==> config.mk <==
export PLATFORM = sky130hd
export DESIGN_NAME = sfp_array_flat
export DESIGN_NICKNAME = d
export VERILOG_FILES = /design/src/rtl/sfp_pkg.sv /design/src/rtl/sfp_array_if.sv /design/src/rtl/sfp_lane.sv /design/src/rtl/sfp_array.sv /design/src/flat_wrapper.sv
export SDC_FILE = /design/constraint.sdc
export NUM_CORES = 2
export LEC_CHECK = 0
export ABC_AREA = 1
export BUFFER_PORTS_ARGS = -buffer_cell sky130_fd_sc_hd__buf_2
export CORE_ASPECT_RATIO = 0.9
export CORE_MARGIN = 1.5
export CORE_UTILIZATION = 50
export CTS_CLUSTER_SIZE = 20
export DETAILED_ROUTE_END_ITERATION = 7
export GPL_TIMING_DRIVEN = 0
export PLACE_DENSITY = 0.81
export REMOVE_ABC_BUFFERS = 1
export SLEW_MARGIN = 10
export SYNTH_ARGS = -nofsm -noshare
export SYNTH_HDL_FRONTEND = slang
export SYNTH_HIERARCHICAL = 1
export SYNTH_SLANG_ARGS = --single-unit
export TNS_END_PERCENT = 5
==> constraint.sdc <==
create_clock -name clk -period 20.4 [get_ports clk]
set_input_delay 1.02 -clock clk [delete_from_list [all_inputs] [get_ports clk]]
set_output_delay 1.02 -clock clk [all_outputs]
set_load 0.02 [all_outputs]
==> src/rtl/sfp_pkg.sv <==
// Shared definitions for the special-function processor: activation codes,
// per-lane mode priority and the per-row mode word that travels with each row.
package sfp_pkg;

    localparam int unsigned ACT_W     = 2;
    localparam int unsigned ROW_CNT_W = 16;

    typedef enum logic [ACT_W-1:0] {
        ACT_NONE  = 2'b00,
        ACT_RELU  = 2'b01,
        ACT_LEAKY = 2'b10
    } act_t;

    typedef enum logic [1:0] {
        MODE_LOAD  = 2'd0,
        MODE_ACCUM = 2'd1,
        MODE_PASS  = 2'd2
    } lane_mode_t;

    typedef struct packed {
        logic             passthrough;
        logic             accum;
        logic [ACT_W-1:0] act;
        logic             sat_en;
    } mode_t;

    // Passthrough beats accumulate, accumulate beats plain load.
    function automatic lane_mode_t decode_mode(input mode_t m);
        if (m.passthrough) return MODE_PASS;
        if (m.accum)       return MODE_ACCUM;
        return MODE_LOAD;
    endfunction

endpackage

==> src/rtl/sfp_array_if.sv <==
// Row handshake, operand/result lanes and status for the SFP array.
interface sfp_array_if
    import sfp_pkg::*;
#(
    parameter int unsigned col     = 8,
    parameter int unsigned psum_bw = 16
);
    logic                     in_valid;
    logic                     in_ready;
    logic [col*psum_bw-1:0]   psum_in;
    logic [col*psum_bw-1:0]   ofifo_in;
    logic                     passthrough;
    logic                     accum;
    logic [ACT_W-1:0]         act;
    logic                     sat_en;
    logic                     out_valid;
    logic                     out_ready;
    logic [col*psum_bw-1:0]   sfp_out;
    logic [col-1:0]           ovf_flags;
    logic                     ovf_clr;
    logic [ROW_CNT_W-1:0]     row_count;

    modport master (
        output in_valid, psum_in, ofifo_in, passthrough, accum, act, sat_en,
               out_ready, ovf_clr,
        input  in_ready, out_valid, sfp_out, ovf_flags, row_count
    );

    modport slave (
        input  in_valid, psum_in, ofifo_in, passthrough, accum, act, sat_en,
               out_ready, ovf_clr,
        output in_ready, out_valid, sfp_out, ovf_flags, row_count
    );
endinterface

==> src/rtl/sfp_lane.sv <==
// One SFP lane: widened add feeding S1, and saturate/wrap plus activation
// feeding S2. Purely combinational; the pipeline registers live in sfp_array.
module sfp_lane
    import sfp_pkg::*;
#(
    parameter int unsigned psum_bw    = 16,
    parameter int unsigned leak_shift = 6
) (
    input  logic signed [psum_bw-1:0] psum,
    input  logic signed [psum_bw-1:0] ofifo,
    output logic signed [psum_bw:0]   sum_c,
    input  logic signed [psum_bw:0]   s1_sum,
    input  logic signed [psum_bw-1:0] s1_psum,
    input  logic signed [psum_bw-1:0] s1_ofifo,
    input  mode_t                     s1_mode,
    output logic signed [psum_bw-1:0] result_c,
    output logic                      ovf_c
);
    localparam logic [psum_bw-1:0] MAX_VAL = {1'b0, {(psum_bw-1){1'b1}}};
    localparam logic [psum_bw-1:0] MIN_VAL = {1'b1, {(psum_bw-1){1'b0}}};

    lane_mode_t               lane_mode;
    logic signed [psum_bw-1:0] clamped;

    // Sign-extended add cannot itself overflow.
    always_comb begin
        sum_c = {psum[psum_bw-1], psum} + {ofifo[psum_bw-1], ofifo};
    end

    always_comb begin
        lane_mode = decode_mode(s1_mode);
        ovf_c     = 1'b0;
        clamped   = s1_psum;
        result_c  = s1_ofifo;
        if (lane_mode == MODE_ACCUM) begin
            // Out of range exactly when the two top bits of the wide sum disagree.
            ovf_c = s1_sum[psum_bw] != s1_sum[psum_bw-1];
            if (ovf_c && s1_mode.sat_en) begin
                clamped = s1_sum[psum_bw] ? MIN_VAL : MAX_VAL;
            end else begin
                clamped = s1_sum[psum_bw-1:0];
            end
        end
        if (lane_mode != MODE_PASS) begin
            result_c = clamped;
            if (clamped[psum_bw-1]) begin
                case (s1_mode.act)
                    ACT_RELU:  result_c = '0;
                    ACT_LEAKY: result_c = clamped >>> leak_shift;
                    default:   result_c = clamped;
                endcase
            end
        end
    end

endmodule

==> src/rtl/sfp_array.sv <==
// Multi-lane two-stage valid/ready SFP: S1 holds sums/operands/mode, S2 holds
// the finished row. Also keeps sticky per-lane overflow flags and a row counter.
module sfp_array
    import sfp_pkg::*;
#(
    parameter int unsigned col        = 8,
    parameter int unsigned psum_bw    = 16,
    parameter int unsigned leak_shift = 6
) (
    input  logic        clk,
    input  logic        reset,
    sfp_array_if.slave  bus
);
    localparam int unsigned ROW_W = col * psum_bw;
    localparam int unsigned SUM_W = psum_bw + 1;

    logic                   en;
    mode_t                  in_mode;
    logic                   s1_valid;
    mode_t                  s1_mode;
    logic [ROW_W-1:0]       s1_psum;
    logic [ROW_W-1:0]       s1_ofifo;
    logic [col*SUM_W-1:0]   s1_sum;
    logic [col*SUM_W-1:0]   sum_c;
    logic [ROW_W-1:0]       result_c;
    logic [col-1:0]         ovf_c;

    // Both stages move together; a full S2 that is not being taken stalls everything.
    assign en           = ~bus.out_valid | bus.out_ready;
    assign bus.in_ready = en;

    assign in_mode = '{passthrough: bus.passthrough, accum: bus.accum,
                       act: bus.act, sat_en: bus.sat_en};

    for (genvar i = 0; i < col; i++) begin : g_lane
        sfp_lane #(
            .psum_bw    (psum_bw),
            .leak_shift (leak_shift)
        ) u_lane (
            .psum     (bus.psum_in[i*psum_bw +: psum_bw]),
            .ofifo    (bus.ofifo_in[i*psum_bw +: psum_bw]),
            .sum_c    (sum_c[i*SUM_W +: SUM_W]),
            .s1_sum   (s1_sum[i*SUM_W +: SUM_W]),
            .s1_psum  (s1_psum[i*psum_bw +: psum_bw]),
            .s1_ofifo (s1_ofifo[i*psum_bw +: psum_bw]),
            .s1_mode  (s1_mode),
            .result_c (result_c[i*psum_bw +: psum_bw]),
            .ovf_c    (ovf_c[i])
        );
    end

    always_ff @(posedge clk or posedge reset) begin
        if (reset) begin
            s1_valid      <= 1'b0;
            s1_mode       <= '0;
            s1_psum       <= '0;
            s1_ofifo      <= '0;
            s1_sum        <= '0;
            bus.out_valid <= 1'b0;
            bus.sfp_out   <= '0;
            bus.ovf_flags <= '0;
            bus.row_count <= '0;
        end else begin
            if (en) begin
                s1_valid      <= bus.in_valid;
                bus.out_valid <= s1_valid;
                if (bus.in_valid) begin
                    s1_mode  <= in_mode;
                    s1_psum  <= bus.psum_in;
                    s1_ofifo <= bus.ofifo_in;
                    s1_sum   <= sum_c;
                end
                if (s1_valid) begin
                    bus.sfp_out <= result_c;
                end
            end
            // A lane setting on the same cycle as a clear stays set.
            if (bus.ovf_clr) begin
                bus.ovf_flags <= (en && s1_valid) ? ovf_c : '0;
            end else if (en && s1_valid) begin
                bus.ovf_flags <= bus.ovf_flags | ovf_c;
            end
            if (bus.out_valid && bus.out_ready) begin
                bus.row_count <= bus.row_count + ROW_CNT_W'(1);
            end
        end
    end

endmodule

==> src/flat_wrapper.sv <==
// flat-port wrapper written by rule: the top's interface ports become plain ports
module sfp_array_flat import sfp_pkg::*;
#(
    parameter int unsigned col        = 8,
    parameter int unsigned psum_bw    = 16,
    parameter int unsigned leak_shift = 6
)
  (clk, reset, bus_in_valid, bus_psum_in, bus_ofifo_in, bus_passthrough, bus_accum, bus_act, bus_sat_en, bus_out_ready, bus_ovf_clr, bus_in_ready, bus_out_valid, bus_sfp_out, bus_ovf_flags, bus_row_count);
  sfp_array_if #(.col(col), .psum_bw(psum_bw)) bus_i ();
  input  logic clk;
  input  logic reset;
  input wire logic [$bits(bus_i.in_valid)-1:0] bus_in_valid;
  input wire logic [$bits(bus_i.psum_in)-1:0] bus_psum_in;
  input wire logic [$bits(bus_i.ofifo_in)-1:0] bus_ofifo_in;
  input wire logic [$bits(bus_i.passthrough)-1:0] bus_passthrough;
  input wire logic [$bits(bus_i.accum)-1:0] bus_accum;
  input wire logic [$bits(bus_i.act)-1:0] bus_act;
  input wire logic [$bits(bus_i.sat_en)-1:0] bus_sat_en;
  input wire logic [$bits(bus_i.out_ready)-1:0] bus_out_ready;
  input wire logic [$bits(bus_i.ovf_clr)-1:0] bus_ovf_clr;
  output wire logic [$bits(bus_i.in_ready)-1:0] bus_in_ready;
  output wire logic [$bits(bus_i.out_valid)-1:0] bus_out_valid;
  output wire logic [$bits(bus_i.sfp_out)-1:0] bus_sfp_out;
  output wire logic [$bits(bus_i.ovf_flags)-1:0] bus_ovf_flags;
  output wire logic [$bits(bus_i.row_count)-1:0] bus_row_count;
  assign bus_i.in_valid = bus_in_valid;
  assign bus_i.psum_in = bus_psum_in;
  assign bus_i.ofifo_in = bus_ofifo_in;
  assign bus_i.passthrough = bus_passthrough;
  assign bus_i.accum = bus_accum;
  assign bus_i.act = bus_act;
  assign bus_i.sat_en = bus_sat_en;
  assign bus_i.out_ready = bus_out_ready;
  assign bus_i.ovf_clr = bus_ovf_clr;
  assign bus_in_ready = bus_i.in_ready;
  assign bus_out_valid = bus_i.out_valid;
  assign bus_sfp_out = bus_i.sfp_out;
  assign bus_ovf_flags = bus_i.ovf_flags;
  assign bus_row_count = bus_i.row_count;
  sfp_array #(.col(col), .psum_bw(psum_bw), .leak_shift(leak_shift)) u_core (.clk(clk), .reset(reset), .bus(bus_i));
endmodule
==> flow_metrics.py <==
metrics = {
    "status": {
        "status": "complete, no violations",
    },
    "clocking": {
        "clk_path_buf_depth": 3,
        "cts_tree": "built",
        "cts-buffers-inserted": 61,
        "cts_setup_buffers": 0,
        "clk_pin_slew_ns": 0.06,
        "h-tree-depth": 2,
        "numClockSinks": 551,
        "clock_latency_ns": 0.63,
        "cts_root_buf": "clkbuf_16",
        "post_cts_resize_count": 0,
        "holdBufCountCts": 0,
    },
    "grt": {
        "overflow": 0,
        "antenna_found_initial": 27,
        "grt_pass1_vias": 27600,
        "grt_pass1_wl_um": 150000,
        "grt_max_degree": 110,
        "groute.usage.overall_pct": 25.6,
    },
    "logic_synthesis": {
        "synth_area_per_cell_um2": 9.20,
        "synth-xor-area-share_pct": 1.69,
        "syn_inst": 3878,
        "synth-simple-area-share_pct": 24.6,
        "synth_edf_count": 0,
        "ys_types": 33,
        "yosysSeqAreaShare_pct": 38.7,
        "async_flop_share_pct": 100,
        "synth_top_family_by_area": "simple AND/OR/NAND/NOR gates",
        "synth_warnings": 6,
        "synthAdderAreaFrac_pct": 5.54,
        "ys_seq_elements": 551,
        "netlist_area_mm2": 0.0357,
        "synth_compound_area_share_pct": 3.33,
        "synth_mux_area_share_pct": 19.7,
        "synthTopCellsByArea": "dfrtp_1, nand2_1, mux2_4, mux2_2, ha_1",
        "synth_top_area_share_pct": 38.7,
        "synth_top_flop_cell": "dfrtp_1",
        "synth_top_area_cell": "dfrtp_1",
    },
    "timing": {
        "slew-limit-headroom_pct": 22.5,
        "rsz0062_at_grt": "false",
        "finClkSkew_ns": 0.0214,
        "whs_ns": 0.441,
        "tns_ns": 0,
        "timing.fmax_mhz": 357,
        "post-route-period-util_pct": 13.7,
        "worst_slew_pin_slew_ns": 1.16,
        "fin_crit_ns": 2.80,
        "slew_violations": 0,
        "hold_viol_final": 0,
        "fin_ws_ns": 17.60,
        "setup_viol": 0,
    },
    "worst_setup_path": {
        "worstSetupPathType": "register to register",
        "cp_top_family": "flip-flops",
        "crit_path_end_kind": "register",
        "path_max_fanout": 17,
        "cpPeakStageDelay_ns": 1.11,
        "crit_chain": "inv_1, ha_1, inv_1, nand2_4, inv_2, nand2_1, nand3_1, nand2_1, mux2_2",
        "arrival_ns": 3.32,
        "cp_slowest_cell": "dfrtp_1",
        "critPathBufInv": 3,
        "crit_required_ns": 20.92,
        "cp-start-kind": "register",
    },
    "finish": {
        "area_growth_pct": 13.7,
        "fin_util_pct": 57.7,
        "layout-drive-gt1-share_pct": 29.5,
        "stdcell_count": 5273,
        "layout.nets": 4684,
    },
    "hold_path": {
        "hp-class": "input port to async pin",
    },
    "routing": {
        "viasPerCell": 5.29,
        "firstDrtPassIters": 7,
        "postRouteWirelength_um": 94600,
        "remaining_drc_errors": 0,
        "wire_per_inst_um": 17.9,
        "ant_nets": 0,
        "vias": 27900,
        "first_iter_violations": 1750,
    },
    "placed_design": {
        "place_congestion": 0.912,
        "place_ws_ns": 16.89,
        "numPortBuffers": 419,
        "dp.cells": 5142,
        "dp.final_hpwl_um": 69400,
    },
    "die": {
        "fp.dieW_um": 285,
        "core_mm2": 0.0703,
        "num_rows": 92,
        "chipHeight_um": 256,
        "dieArea_mm2": 0.0730,
        "initial_core_util_pct": 50.7,
        "ios": 420,
    },
    "pwr": {
        "power-per-cell-area_mw_per_mm2": 111,
        "ir_drop_mv": 0.0852,
        "power.leakage_nw": 21.7,
    },
    "job": {
        "cap_violations": 0,
    },
}
## sequential cells by signal, summed over array words and instances, names as in the netlist
signal                count
u_core/bus.out_valid      1
u_core/s1_psum          128
u_core/s1_valid           1
u_core/bus.ovf_flags      8
u_core/s1_ofifo         128
u_core/s1_mode            5
u_core/s1_sum           136
u_core/bus.sfp_out      128
u_core/bus.row_count     16
## area by class of cell
cell class	instances	area, µm²
clock inverter	26	339
clock buffer	87	1820
fill	6036	29800
timing repair buffer	440	2650
antenna	18	45.0
sequential	551	13800
tap	940	1180
inverter	271	1140
multi-input combinational	2940	19600
## per-stage QoR
stage	cell area (µm²)	power, W
floorplan	34500	0.00296
global placement	37800	0.00350
detailed placement	38400	0.00333
CTS	40500	0.00454
global route	40600	0.00477
finish	40600	0.00451
## Yosys cell counts, types with 16 or more instances
cell type	count
xor2_1	65
mux2_4	300
buf_2	18
a21oi_1	124
inv_1	230
dfrtp_1	551
nand2_2	72
ha_1	145
mux2_2	225
nand4_1	16
nor2_1	138
nand2_4	39
or2_0	96
o21ai_0	70
nand2_1	1328
nand3_2	48
inv_4	16
buf_6	65
inv_6	16
nand3_1	182
or2_1	24
## layer usage
| layer | routed length [µm] | track usage [%] | share of wire [%] |
|---|---|---|---|
| met3 | 6630 | 5.36 | 7.0 |
| met4 | 3000 | 9.34 | 3.2 |
| met5 | 103 | 0 | 0.11 |
| met2 | 42500 | 40.0 | 45 |
| met1 | 42400 | 34.9 | 45 |
## logic make-up (layout without fill, tap and decap cells)
family,count (synthesis),count (layout)
AND/OR/NAND/NOR,1971,1971
other,0,18
buffers and inverters,387,824
XOR/XNOR,69,69
multiplexers,525,525
flip-flops,551,551
adder cells (fa/ha/maj),153,153
AO/OA/AOI/OAI,222,222
## layout by cell type, fill, tap and decap left out, types with 124 or more instances in the layout
cell     instances
nand2_1       1326
dfrtp_1        548
buf_2          419
mux2_4         300
inv_1          229
mux2_2         225
nand3_1        182
ha_1           145
nor2_1         138
a21oi_1        124
## worst paths after layout
check | start | end | slack, ns | cells past startpoint
min in group clk | u_core/bus.sfp_out[71]$_DFFE_PP0N_ | u_core/bus.sfp_out[71]$_DFFE_PP0N_ | 0.50 | 1
max in group asynchronous | reset | u_core/s1_sum[6]$_DFFE_PP0P_ | 17.75 | 6
setup reg to reg | u_core/s1_mode[1]$_DFFE_PP0P_ | u_core/bus.sfp_out[49]$_DFFE_PP0N_ | 17.60 | 9
hold / removal | reset | u_core/bus.sfp_out[94]$_DFFE_PP0N_ | 0.44 | 2
hold reg to reg | u_core/bus.sfp_out[71]$_DFFE_PP0N_ | u_core/bus.sfp_out[71]$_DFFE_PP0N_ | 0.50 | 1
setup / recovery | u_core/s1_mode[1]$_DFFE_PP0P_ | u_core/bus.sfp_out[49]$_DFFE_PP0N_ | 17.60 | 9
## where the power goes
group | switching [W] | internal, W | total, W
combinational | 0.00100 | 0.000732 | 0.00173
clock | 0.000479 | 0.000707 | 0.00119
sequential | 0.000192 | 0.00140 | 0.00159
(Power assumes the default switching activity.)
